## src/rtl/uart_recv.sv

```systemverilog
// 8N1 UART receiver: 2-flop synchronized rxd, mid-bit sampling, single-cycle
// dout_valid / frame_err strobes, and a re-arm that waits for an idle (high) line.
module uart_recv #(
  parameter int CLK_FREQUENCY_HZ = 100_000_000,
  parameter int BAUD_RATE        = 1_562_500
) (
  input  logic       clk,
  input  logic       rst,
  input  logic       rxd,
  output logic [7:0] dout,
  output logic       dout_valid,
  output logic       frame_err,
  output logic       busy
);

  localparam int BIT_CYCLES  = CLK_FREQUENCY_HZ / BAUD_RATE;
  localparam int HALF_CYCLES = BIT_CYCLES / 2;
  localparam int CNT_W       = $clog2(BIT_CYCLES);
  localparam logic [CNT_W-1:0] BIT_LAST  = CNT_W'(BIT_CYCLES - 1);
  localparam logic [CNT_W-1:0] HALF_LAST = CNT_W'(HALF_CYCLES - 1);

  typedef enum logic [2:0] {
    IDLE,
    START,
    DATA,
    STOP,
    WAIT_IDLE
  } state_t;

  state_t           state_reg;
  logic [CNT_W-1:0] cnt_reg;
  logic [2:0]       idx_reg;
  logic [1:0]       sync_reg;
  logic [7:0]       shift_reg;
  logic [7:0]       shift_next;
  logic [7:0]       dout_reg;
  logic             dout_valid_reg;
  logic             frame_err_reg;
  logic             busy_reg;
  logic             rxd_s;
  logic             data_tick;

  // Synchronizer resets to the idle level so release never looks like a start bit.
  always_ff @(posedge clk or negedge rst) begin
    if (!rst) begin
      sync_reg <= 2'b11;
    end else begin
      sync_reg <= {sync_reg[0], rxd};
    end
  end

  assign rxd_s     = sync_reg[1];
  assign data_tick = (state_reg == DATA) && (cnt_reg == BIT_LAST);

  generate
    for (genvar gi = 0; gi < 8; gi++) begin : g_shift
      assign shift_next[gi] = (data_tick && (idx_reg == 3'(gi))) ? rxd_s : shift_reg[gi];
    end
  endgenerate

  always_ff @(posedge clk or negedge rst) begin
    if (!rst) begin
      shift_reg <= 8'h00;
    end else begin
      shift_reg <= shift_next;
    end
  end

  always_ff @(posedge clk or negedge rst) begin
    if (!rst) begin
      state_reg      <= IDLE;
      cnt_reg        <= '0;
      idx_reg        <= 3'd0;
      dout_reg       <= 8'h00;
      dout_valid_reg <= 1'b0;
      frame_err_reg  <= 1'b0;
      busy_reg       <= 1'b0;
    end else begin
      dout_valid_reg <= 1'b0;
      frame_err_reg  <= 1'b0;
      case (state_reg)
        IDLE: begin
          if (!rxd_s) begin
            state_reg <= START;
            cnt_reg   <= '0;
            busy_reg  <= 1'b1;
          end
        end
        START: begin
          if (cnt_reg == HALF_LAST) begin
            cnt_reg <= '0;
            if (!rxd_s) begin
              state_reg <= DATA;
              idx_reg   <= 3'd0;
            end else begin
              // Line already back high, so IDLE cannot retrigger on this glitch.
              state_reg <= IDLE;
              busy_reg  <= 1'b0;
            end
          end else begin
            cnt_reg <= cnt_reg + CNT_W'(1);
          end
        end
        DATA: begin
          if (cnt_reg == BIT_LAST) begin
            cnt_reg <= '0;
            if (idx_reg == 3'd7) begin
              state_reg <= STOP;
            end else begin
              idx_reg <= idx_reg + 3'd1;
            end
          end else begin
            cnt_reg <= cnt_reg + CNT_W'(1);
          end
        end
        STOP: begin
          if (cnt_reg == BIT_LAST) begin
            cnt_reg   <= '0;
            state_reg <= WAIT_IDLE;
            busy_reg  <= 1'b0;
            if (rxd_s) begin
              dout_reg       <= shift_reg;
              dout_valid_reg <= 1'b1;
            end else begin
              frame_err_reg <= 1'b1;
            end
          end else begin
            cnt_reg <= cnt_reg + CNT_W'(1);
          end
        end
        WAIT_IDLE: begin
          if (rxd_s) begin
            state_reg <= IDLE;
          end
        end
        default: begin
          state_reg <= IDLE;
          busy_reg  <= 1'b0;
        end
      endcase
    end
  end

  assign dout       = dout_reg;
  assign dout_valid = dout_valid_reg;
  assign frame_err  = frame_err_reg;
  assign busy       = busy_reg;

endmodule

```

## config.mk

```make
export PLATFORM = sky130hd
export DESIGN_NAME = uart_recv
export DESIGN_NICKNAME = d
export VERILOG_FILES = /design/src/rtl/uart_recv.sv
export SDC_FILE = /design/constraint.sdc
export NUM_CORES = 1
export LEC_CHECK = 0
export CORE_ASPECT_RATIO = 0.9
export CORE_UTILIZATION = 50
export CTS_CLUSTER_SIZE = 24
export DETAILED_ROUTE_END_ITERATION = 12
export DONT_BUFFER_PORTS = 1
export PLACE_DENSITY_LB_ADDON = 0.05
export SYNTH_ARGS = -nofsm -noshare
export SYNTH_HDL_FRONTEND = slang
export SYNTH_SLANG_ARGS = --single-unit
```

## constraint.sdc

```tcl
create_clock -name clk -period 3.4 [get_ports clk]
set_input_delay 0.68 -clock clk [delete_from_list [all_inputs] [get_ports clk]]
set_output_delay 0.68 -clock clk [all_outputs]
set_load 0.01 [all_outputs]
```

* Word-level counts from Yosys, hierarchy flattened
Index checks and enable logic that the tools add are counted.
** Operators by class
- $add $sub $neg :: 2
- Equal/unequal tests :: 22
- Multiplexer cells :: 28
- Bitwise gates (word level) :: 1
- Reductions and logical operators :: 20
** Operators with widths (count)
- $mux 3 :: 10
- $mux 6 :: 3
- $pmux 6 s3 :: 1
- $eq 3x3->1 const B :: 5
- $pmux 3 s5 :: 1
- $ne 2x2->1 const B :: 7
- $eq 3x2->1 const B :: 4
- $mux 1 :: 10
- $reduce_and 5->1 :: 2
- $logic_and 1x1->1 :: 9
- $add 6x1->6 const B :: 1
- $eq 3x1->1 const B :: 2
- $eq 6x5->1 const B :: 1
- $eq 6x6->1 const B :: 1
- $logic_not 3->1 :: 2
- $pmux 3 s2 :: 1
- $reduce_and 6->1 :: 1
- $ne 2x1->1 const B :: 2
- $pmux 1 s4 :: 1
- $reduce_or 2->1 :: 2
- $add 3x1->3 const B :: 1
- $reduce_and 3->1 :: 1
- $reduce_bool 3->1 :: 1
- $mux 2 :: 1
- 3 further kinds :: 3
** Storage, ports and cells
- Bits in registers :: 33
- Bits of input ports :: 3
- Output and inout port bits :: 11
- Logic and storage cells :: 89

* Longest topological paths before layout
Gate-level depths: netlist of the first run.
- Word-level depth :: 4
- Mapped depth :: 5
- Mapped depth without buffers :: 5

* Worst setup path after synthesis of the first run
OpenSTA, ideal clock, no wires.
- Path kind :: reg-to-reg
- Start :: reg idx_reg[0]
- End :: reg idx_reg[2]
- Setup time :: 0.125 ns
- Arrival :: 1.666 ns
- Required time :: 3.275 ns
- Slack :: 1.610 ns
- Stages on the path, launching flop included :: 6
- Cells stage by stage :: dfrtp_1 -> ha_1 -> ha_1 -> o32a_1 -> nor3_4 -> mux2_2
** Between the ends
- Cells in the longest elaborated chain, start to end :: 4
- Elaborated cells between the ends (all ways) :: 7
- Those cells by class :: add/sub (1); eq/ne (2); mux (3); reduce/logical (1)
** Ends and longest elaborated chain
- start, declared :: RTL line 32 : logic [2:0] idx_reg;
- start signal, assigned :: RTL line 110 : idx_reg <= idx_reg + 3'd1;
- $add 3x1->3 :: RTL line 110
- $mux 3 :: RTL line 107 : if (idx_reg == 3'd7) begin
- $mux 3 :: RTL line 105 : if (cnt_reg == BIT_LAST) begin
- $pmux 3 s2 :: RTL line 81 : case (state_reg)
Parallel ways exist; a longest one is shown, timed or not. The select of a mux whose other input is x is not followed.
A chain may end at the register's enable or synchronous reset.

* Final worst setup path of the first run
Ends and elaborated chain as after synthesis.

==> results of run 1 <==
[critical path: cells and delay by family, from the launching register on]
| family | cells | cell delay (ns) |
|---|---|---|
| adders and majority gates | 2 | 0.46 |
| DFF | 1 | 0.44 |
| and+or+nand+nor | 1 | 0.18 |
| muxes | 1 | 0.36 |
| AOI/OAI and AO/OA | 1 | 0.37 |
[Yosys cell counts (2+ instances only)]
cell type | n | area [sq um]
dfrtp_1 | 31 | 776
nand2_1 | 14 | 52.6
mux2_1 | 10 | 113
nor2_1 | 10 | 37.5
mux2_2 | 9 | 101
inv_1 | 8 | 30.0
ha_1 | 7 | 87.6
nand3_1 | 6 | 30.0
o21ai_0 | 5 | 25.0
a21oi_1 | 3 | 15.0
buf_2 | 3 | 15.0
nor3_1 | 3 | 15.0
a22o_1 | 2 | 17.5
clkbuf_1 | 2 | 7.51
dfstp_2 | 2 | 52.6
nand4_1 | 2 | 12.5
nor3_4 | 2 | 32.5
o41ai_1 | 2 | 17.5
[worst paths after layout]
check | start | endpoint | cells past startpoint
hold / removal | rst | dout[4] | 0
setup / recovery | idx_reg[0] | idx_reg[2] | 5
min in group clk | rxd | sync_reg[0] | 0
hold reg to reg | sync_reg[0] | sync_reg[1] | 0
setup reg to reg | idx_reg[0] | idx_reg[2] | 5
max in group asynchronous | rst | idx_reg[2] | 1
[per-stage QoR]
step / setup WS [ns] / hold WS, ns
2_1_floorplan: 1.61 / 0.345
3_3_place_gp: 1.51 / 0.348
3_5_place_dp: 1.50 / 0.349
4_1_cts: 1.49 / 0.0219
5_1_grt: 1.39 / 0.00369
6_report: 1.49 / 0.0248
[layer usage]
metal	global-route usage	up-vias	share of wire
met5	0	-	0
met4	0.0897	0	0.021
met3	0.0594	7	0.044
met2	0.275	20	0.42
met1	0.252	523	0.51
li1	-	519	-
[power groups by stage]
| stage | combinational, mW | clock, mW | sequential [mW] |
|---|---|---|---|
| 3_5_place_dp | 0.0999 | 0 | 0.490 |
| 3_3_place_gp | 0.0953 | 0 | 0.489 |
| 6_report | 0.102 | 0.210 | 0.484 |
| 5_1_grt | 0.117 | 0.230 | 0.491 |
| 4_1_cts | 0.101 | 0.214 | 0.483 |
| 2_1_floorplan | 0.0922 | 0 | 0.473 |
[cell families (layout without fill, tap and decap cells)]
| family | Yosys count | after routing | share of synthesized area |
|---|---|---|---|
| simple gates | 45 | 45 | 0.163 |
| flops | 33 | 33 | 0.508 |
| compound gates | 24 | 24 | 0.106 |
| mux | 19 | 19 | 0.131 |
| buf+inv | 13 | 17 | 0.0323 |
| fa+ha+maj | 7 | 7 | 0.0538 |
| xor+xnor | 1 | 1 | 0.00538 |
[area by class of cell]
cell class              count  area, sq um  area share
well taps                  42         52.6      0.0306
inverters                   8         30.0      0.0175
repair buffers              1         10.0     0.00583
multi-input cells          96          748       0.436
flip-flops and latches     33          828       0.482
clock buffers               8         48.8      0.0284
==> out/metrics.cfg, run 1 <==
[cts]
clkTransAtPathRegs_ns=0.10
cts_buffer_depth=2
clock_latency_ns=0.34
cts_tree=done
post_cts_buffers=0
cts_buffers=5
cts_hold_buf=0
htreeDepth=2
cts-root-buf=clkbuf_4
cts.repair.resized=0
cts_sinks=33

[floorplan]
die_h_microns=56.2
start_util=0.531
ioPinCount=14
core_area_sq_um=3070
die-area_sq_um=3490
die_w_microns=62.2
placement_rows=19

[drt]
vias=1069
dr.pass1.iters=4
routed_wl_mm=2.79
ant_nets=0
first_iter_violations=54
post_drt_via_cell_ratio=5.69
drc=0
routedWlPerCell_microns=14.9

[layout]
fin_nets=155
mostFrequentLayoutCells=dfrtp_1 (31), nand2_1 (14), nor2_1 (10), mux2_1 (10), mux2_2 (9)
layout_commonest_cell=dfrtp_1
area_growth_pct=5.45
finalNonFillerCells=188
antenna_cells=0
fin_util=0.560
drive_above_1_share=0.158
fillers=250
design_area_sq_um=1720

[timing]
fin_crit_sh=0.560
relSlewSlack=0.705
worst_pin_slew_ns=0.442
rsz0062_at_grt=false
setup_viol=0
skew_ns=0.00289
finalSetupTns_ns=0
max_clock_freq_ghz=0.525
slew_viol_final=0
hold_viol_final=0
min_period_ns=1.91

[worst_hold_path]
min_path_type=in -> async

[synthesis]
ys_types=39
synth_area_sq_um=1630
ys_warn_count=0
postSynthCellCount=142
avgSynthCellArea_sq_um=11.5
yosysSeqAreaShare=0.508
synth_edf_count=0
syn_nets=152
ys_ff_latch=33
synthArstFlopShare=1.00
ys.flop_type=dfrtp_1

[power]
clkPwrFrac=0.264
p_int_mw=0.558
p_total_mw=0.796
power.switching_mw=0.238
p_comb_frac=0.128
power_density_nw_per_um2=464
netSwitchingFraction=0.299
peakVddDrop_uv=288
pwr-share-seq=0.608
leakage_nw=0.798

[setup_path]
crit_path_end_kind=register
startpoint_type=register
cp.arrival_ns=2.14
worstSetupPathType=reg -> reg
ff2ff_setup_slack_ns=1.49
slowest_delay_ns=0.44
worstPathRequired_ns=3.63
crit_top_cell=ha_1
cp_max_fo=5
cpMaxStageDelayCell=dfrtp_1
crit_chain=ha_1 > ha_1 > o32a_1 > nor3_4 > mux2_2

[placement]
hpwl_mm=1.87
placed_cells=179
gp_congestion=0.808
placed_cell_area_sq_um=1660
io_buffers=0

[global_route]
antenna_found_initial=0
grt_max_degree=34
track_usage=0.187
grt_pass1_wl_mm=4.91
grt_pass1_vias=1031
overflow=0

[job]
maxCapViolCount=0

[outcome]
status=finished clean

Power figures use the tool's default switching activity.
==> run 2: changes to the inputs <==
- clock period: 3.4 -> 1.6 ns (I/O delays scaled with it)
==> run 2 against run 1 <==
The flow now finishes with violations (negative setup slack); sequential power rose by 100%; global-route usage rose by 3.7 points; via count grew 16%; total power increased by 150%; register-to-register slack worse by 1.6 ns; critical path type unchanged; critical endpoint is now idx_reg[1]; largest power group unchanged.
==> out/metrics.cfg, run 2 (synthesis gave the netlist of run 1 again) <==
[setup_path]
worstSetupPathType=reg -> reg  ; unchanged
path_delay_family=flip-flops  ; was adder cells
crit_chain=ha_2 > ha_4 > o32a_1 > nor3_4 > mux2_4  ; was ha_1 > ha_1 > o32a_1 > nor3_4 > mux2_2
worstPathRequired_ns=1.82  ; was 3.63 ns
crit_end=idx_reg[1]  ; was idx_reg[2]
crit_start=idx_reg[1]  ; was idx_reg[0]
worst_r2r_endpoint=idx_reg[1]  ; was idx_reg[2]
critPathBufInv=0  ; unchanged
cp.arrival_ns=1.95  ; was 2.14 ns
crit_path_end_kind=register  ; unchanged
cp.depth=5  ; unchanged
reg2reg_depth=5  ; unchanged
cpMaxStageDelayCell=dfrtp_1  ; unchanged
startpoint_type=register  ; unchanged
worstReg2RegStart=idx_reg[1]  ; was idx_reg[0]
cp_max_fo=3  ; was 5
slowest_delay_ns=0.40  ; was 0.44 ns
ff2ff_setup_slack_ns=-0.13  ; was 1.49 ns

[placement]
placed_cells=203  ; was 179
gp_congestion=0.839  ; was 0.808
hpwl_mm=2.35  ; was 1.87 mm
io_buffers=0  ; unchanged

[job]
maxCapViolCount=0  ; unchanged

[timing]
worst_pin_slew_ns=0.288  ; was 0.442 ns
fin_crit_sh=1.08  ; was 0.560
fin_hold_ws_ns=0.370  ; was 0.0248 ns
relSlewSlack=0.808  ; was 0.705
max_clock_freq_ghz=0.579  ; was 0.525 GHz
slew_viol_final=0  ; unchanged
skew_ns=0.00348  ; was 0.00289 ns
worst_slack_ns=-0.128  ; was 1.49 ns
finalSetupTns_ns=-0.812  ; was 0 ns
setup_viol=12  ; was 0
hold_viol_final=0  ; unchanged
rsz0062_at_grt=true  ; was false
min_period_ns=1.73  ; was 1.91 ns

[worst_hold_path]
min_path_type=reg -> reg  ; was in -> async
hold_depth=0

[layout]
fin_nets=190  ; was 155
antenna_cells=0  ; unchanged
fillers=222  ; was 250
finalNonFillerCells=223  ; was 188
area_growth_pct=34.0  ; was 5.45%
mostFrequentLayoutCells=dfrtp_1 (31), buf_4 (31), nand2_1 (14)  ; was dfrtp_1 (31), nand2_1 (14), nor2_1 (10), mux2_1 (10), mux2_2 (9)
drive_above_1_share=0.453  ; was 0.158

[drt]
drc=0  ; unchanged
routed_wl_mm=3.59  ; was 2.79 mm
vias=1245  ; was 1069
post_drt_via_cell_ratio=5.58  ; was 5.69
dr.pass1.iters=4  ; unchanged
first_iter_violations=34  ; was 54
ant_nets=0  ; unchanged
routedWlPerCell_microns=16.1  ; was 14.9 microns

[global_route]
track_usage=0.224  ; was 0.187
overflow=0  ; unchanged
antenna_found_initial=0  ; unchanged
grt_pass1_vias=1275  ; was 1031
grt_pass1_wl_mm=5.98  ; was 4.91 mm
grt_max_degree=34  ; unchanged

[cts]
cts_buffers=5  ; unchanged
cts_sinks=33  ; unchanged
clock_latency_ns=0.33  ; was 0.34 ns
cts-root-buf=clkbuf_4  ; unchanged
clkTransAtPathRegs_ns=0.09  ; was 0.10 ns
cts_tree=done  ; unchanged
htreeDepth=2  ; unchanged
cts_buffer_depth=2  ; unchanged

[floorplan]
core_area_sq_um=3070  ; unchanged
ioPinCount=14  ; unchanged
die_h_microns=56.2  ; unchanged
placement_rows=19  ; unchanged
die-area_sq_um=3490  ; unchanged
start_util=0.531  ; unchanged
die_w_microns=62.2  ; unchanged

[power]
peakVddDrop_uv=793  ; was 288 uV
leakage_nw=1.01  ; was 0.798 nW
power_density_nw_per_um2=904  ; was 464 nW/um^2

[outcome]
status=complete, but fails checks  ; was finished clean
violations=negative setup slack

-- run 2: cell count changes in the layout (fill, tap and decap cells not counted), moves of 2 or more --
| cell | change |
|---|---|
| buf_4 | +31 |
| ha_1 | -3 |
| ha_4 | +2 |
| mux2_1 | -10 |
| mux2_4 | +11 |
| nand3_1 | -2 |
| nor2_1 | -2 |
| nor2_4 | +2 |
| o21ai_0 | -2 |
| o41ai_1 | -2 |
| o41ai_2 | +2 |
-- run 2: worst min-delay path by stage --
stage,from,to,slack (ns)
2_1_floorplan,rst,busy,0.02
3_3_place_gp,rst,dout[3],0.03
3_5_place_dp,rst,idx_reg[0],0.03
4_1_cts,sync_reg[0],sync_reg[1],0.37
5_1_grt,sync_reg[0],sync_reg[1],0.37
6_report,sync_reg[0],sync_reg[1],0.37
-- run 2: report_power, final --
part	internal, mW	switching [mW]	total, mW	leakage (nW)
Clock	0.175	0.268	0.443	0.0265
Sequential	0.905	0.0775	0.982	0.433
Combinational	0.277	0.271	0.548	0.552
-- run 2: through the flow --
| step | setup slack [ns] | cell area [sq um] | util | total power [mW] |
|---|---|---|---|---|
| after CTS | -0.127 | 2040 | 0.666 | 1.88 |
| final | -0.128 | 2180 | 0.712 | 1.97 |
| after global routing | -0.188 | 2180 | 0.712 | 2.07 |
| after floorplan | -0.145 | 1660 | - | 1.21 |
| after detailed placement | -0.164 | 1870 | 0.609 | 1.38 |
| after global placement | -0.127 | 1870 | 0.609 | 1.37 |
-- run 2: layout make-up --
| class | count | area, sq um | share of cell area |
|---|---|---|---|
| clock buffers | 8 | 48.8 | 0.0223 |
| multi-input cells | 96 | 925 | 0.423 |
| flip-flops and latches | 33 | 828 | 0.379 |
| repair buffers | 36 | 299 | 0.137 |
| inverters | 8 | 30.0 | 0.0138 |
| well taps | 42 | 52.6 | 0.0241 |
-- run 2: layer usage --
layer  routed length (microns)  global-route usage
met1                      1650               0.289
met2                      1760               0.361
met3                       113              0.0512
met4                        62               0.103
met5                         0                   0
-- run 2: what timing repair did --
action	CTS	global route
pin swaps	4	8
resized for setup	9	24
endpoints found under the hold margin	34	0
hold buffers	3	0
setup buffers	5	4
endpoints found under the setup margin	20	23
==> run 3: changes to the inputs <==
- CTS_BUF_LIST: unset -> sky130_fd_sc_hd__clkbuf_4
==> run 3 against run 2 <==
The flow still finishes with violations (negative setup slack); global-route usage shrank 0.090 points; combinational power is essentially flat; largest cell class unchanged; setup slack gained 0.0068 ns; critical path depth is the same; maximum frequency grew 0.40%; clock-buffer cell count is the same; sequential share of layout area shrank 0.19 points; critical path type unchanged; worst hold slack is essentially flat; first-iteration DRC count grew 12%; cell area grew 0.52%; routed wire length shrank 1.4%; utilization grew 0.37 points.
==> out/metrics.cfg, run 3 (synthesis gave the netlist of run 1 again) <==
[power]
peakVddDrop_uv=704  ; was 793 uV
leakage_nw=1.02  ; was 1.01 nW
power_density_nw_per_um2=921  ; was 904 nW/um^2

[drt]
routedWlPerCell_microns=15.9  ; was 16.1 microns
dr.pass1.iters=4  ; unchanged
first_iter_violations=38  ; was 34
drc=0  ; unchanged
post_drt_via_cell_ratio=5.60  ; was 5.58
ant_nets=0  ; unchanged
routed_wl_mm=3.54  ; was 3.59 mm
vias=1248  ; was 1245

[layout]
fin_util=0.716  ; was 0.712
fin_nets=190  ; unchanged
area_growth_pct=34.7  ; was 34.0%
antenna_cells=0  ; unchanged
drive_above_1_share=0.470  ; was 0.453
finalNonFillerCells=223  ; unchanged
mostFrequentLayoutCells=dfrtp_1 (31), buf_4 (31), nand2_1 (14)  ; unchanged

[placement]
hpwl_mm=2.35  ; unchanged
place_ws_ns=-0.164  ; unchanged
io_buffers=0  ; unchanged
placed_cells=203  ; unchanged
gp_congestion=0.839  ; unchanged

[timing]
fin_crit_sh=1.08  ; about the same
setup_viol=12  ; unchanged
worst_pin_slew_ns=0.290  ; was 0.288 ns
worst_slack_ns=-0.121  ; was -0.128 ns
max_clock_freq_ghz=0.581  ; was 0.579 GHz
finalSetupTns_ns=-0.717  ; was -0.812 ns
rsz0062_at_grt=true  ; unchanged
fin_hold_ws_ns=0.370  ; about the same
skew_ns=0.00189  ; was 0.00348 ns
min_period_ns=1.72  ; was 1.73 ns
relSlewSlack=0.805  ; was 0.808
hold_viol_final=0  ; unchanged
slew_viol_final=0  ; unchanged

[setup_path]
slowest_delay_ns=0.40  ; about the same
cpMaxStageDelayCell=dfrtp_1  ; unchanged
worstSetupPathType=reg -> reg  ; unchanged
critPathBufInv=0  ; unchanged
reg2reg_depth=5  ; unchanged
crit_chain=ha_2 > ha_4 > o32a_1 > nor3_4 > mux2_4  ; unchanged
worst_r2r_endpoint=idx_reg[1]  ; unchanged
worstPathRequired_ns=1.82  ; about the same
ff2ff_setup_slack_ns=-0.12  ; was -0.13 ns
worstReg2RegStart=idx_reg[1]  ; unchanged
crit_end=idx_reg[1]  ; unchanged
cp.depth=5  ; unchanged
cp_max_fo=3  ; unchanged
cp.arrival_ns=1.94  ; was 1.95 ns
crit_path_end_kind=register  ; unchanged
path_delay_family=flip-flops  ; unchanged
startpoint_type=register  ; unchanged
crit_start=idx_reg[1]  ; unchanged

[floorplan]
placement_rows=19  ; unchanged
core_area_sq_um=3070  ; unchanged
die_h_microns=56.2  ; unchanged
start_util=0.531  ; unchanged
ioPinCount=14  ; unchanged
die-area_sq_um=3490  ; unchanged
die_w_microns=62.2  ; unchanged

[cts]
cts_sinks=33  ; unchanged
cts_buffer_depth=2  ; unchanged
clkTransAtPathRegs_ns=0.10  ; was 0.09 ns
cts-root-buf=clkbuf_4  ; unchanged
cts_tree=done  ; unchanged
clock_latency_ns=0.33  ; about the same
htreeDepth=2  ; unchanged
cts_buffers=5  ; unchanged

[global_route]
track_usage=0.223  ; was 0.224
grt_pass1_vias=1262  ; was 1275
grt_max_degree=34  ; unchanged
overflow=0  ; unchanged
grt_pass1_wl_mm=5.95  ; was 5.98 mm
antenna_found_initial=0  ; unchanged

[outcome]
violations=negative setup slack  ; unchanged
status=complete, but fails checks  ; unchanged

[worst_hold_path]
min_path_type=reg -> reg  ; unchanged
hold_start=sync_reg[0]  ; unchanged

[job]
maxCapViolCount=0  ; unchanged

## run 3: cell count changes in the layout (fill, tap and decap cells not counted)
cell      delta
clkbuf_1     -3
clkbuf_4     +3
## run 3: worst min path at each step
stage	end	depth (start not counted)
finish	sync_reg[1]	0
global route	sync_reg[1]	0
CTS	sync_reg[1]	0
detailed placement	idx_reg[0]	0
global placement	dout[3]	0
floorplan	busy	0
## run 3: repair_timing
| action | 4_1_cts | 5_1_grt |
|---|---|---|
| endpoints found under the setup margin | 20 | 22 |
| resized for setup | 9 | 24 |
| hold endpoints to repair | 34 | 0 |
| hold buffers | 3 | 0 |
| setup buffers | 5 | 4 |
| pin swaps | 4 | 8 |
## run 3: worst reg2reg max path: stages (launching register included)
cell     delay (ns)
dfrtp_1        0.40
ha_2           0.21
ha_4           0.16
o32a_1         0.31
nor3_4         0.22
mux2_4         0.32
## run 3: per-layer routing
layer,track usage,routed length [microns],up-vias
li1,-,-,585
met1,0.292,1660,629
met2,0.359,1700,29
met3,0.0492,138,5
met4,0.0963,36,0
met5,0,0,-
## run 3: per-stage QoR
step / power [mW] / cell area (sq um)
after floorplan: 1.21 / 1660
after global placement: 1.37 / 1870
after detailed placement: 1.38 / 1870
after CTS: 1.93 / 2050
after global routing: 2.12 / 2190
final: 2.02 / 2190
## run 3: cell type report
class,count,area (sq um)
clock buffers,8,60.1
fillers,218,872
inverters,8,30.0
multi-input cells,96,925
flip-flops and latches,33,828
well taps,42,52.6
repair buffers,36,299
## run 3: power breakdown
part | leakage [nW] | internal, mW | switching, mW
combinational | 0.552 | 0.276 | 0.270
sequential | 0.433 | 0.905 | 0.0775
clock | 0.0368 | 0.226 | 0.267
total | 1.02 | 1.41 | 0.614
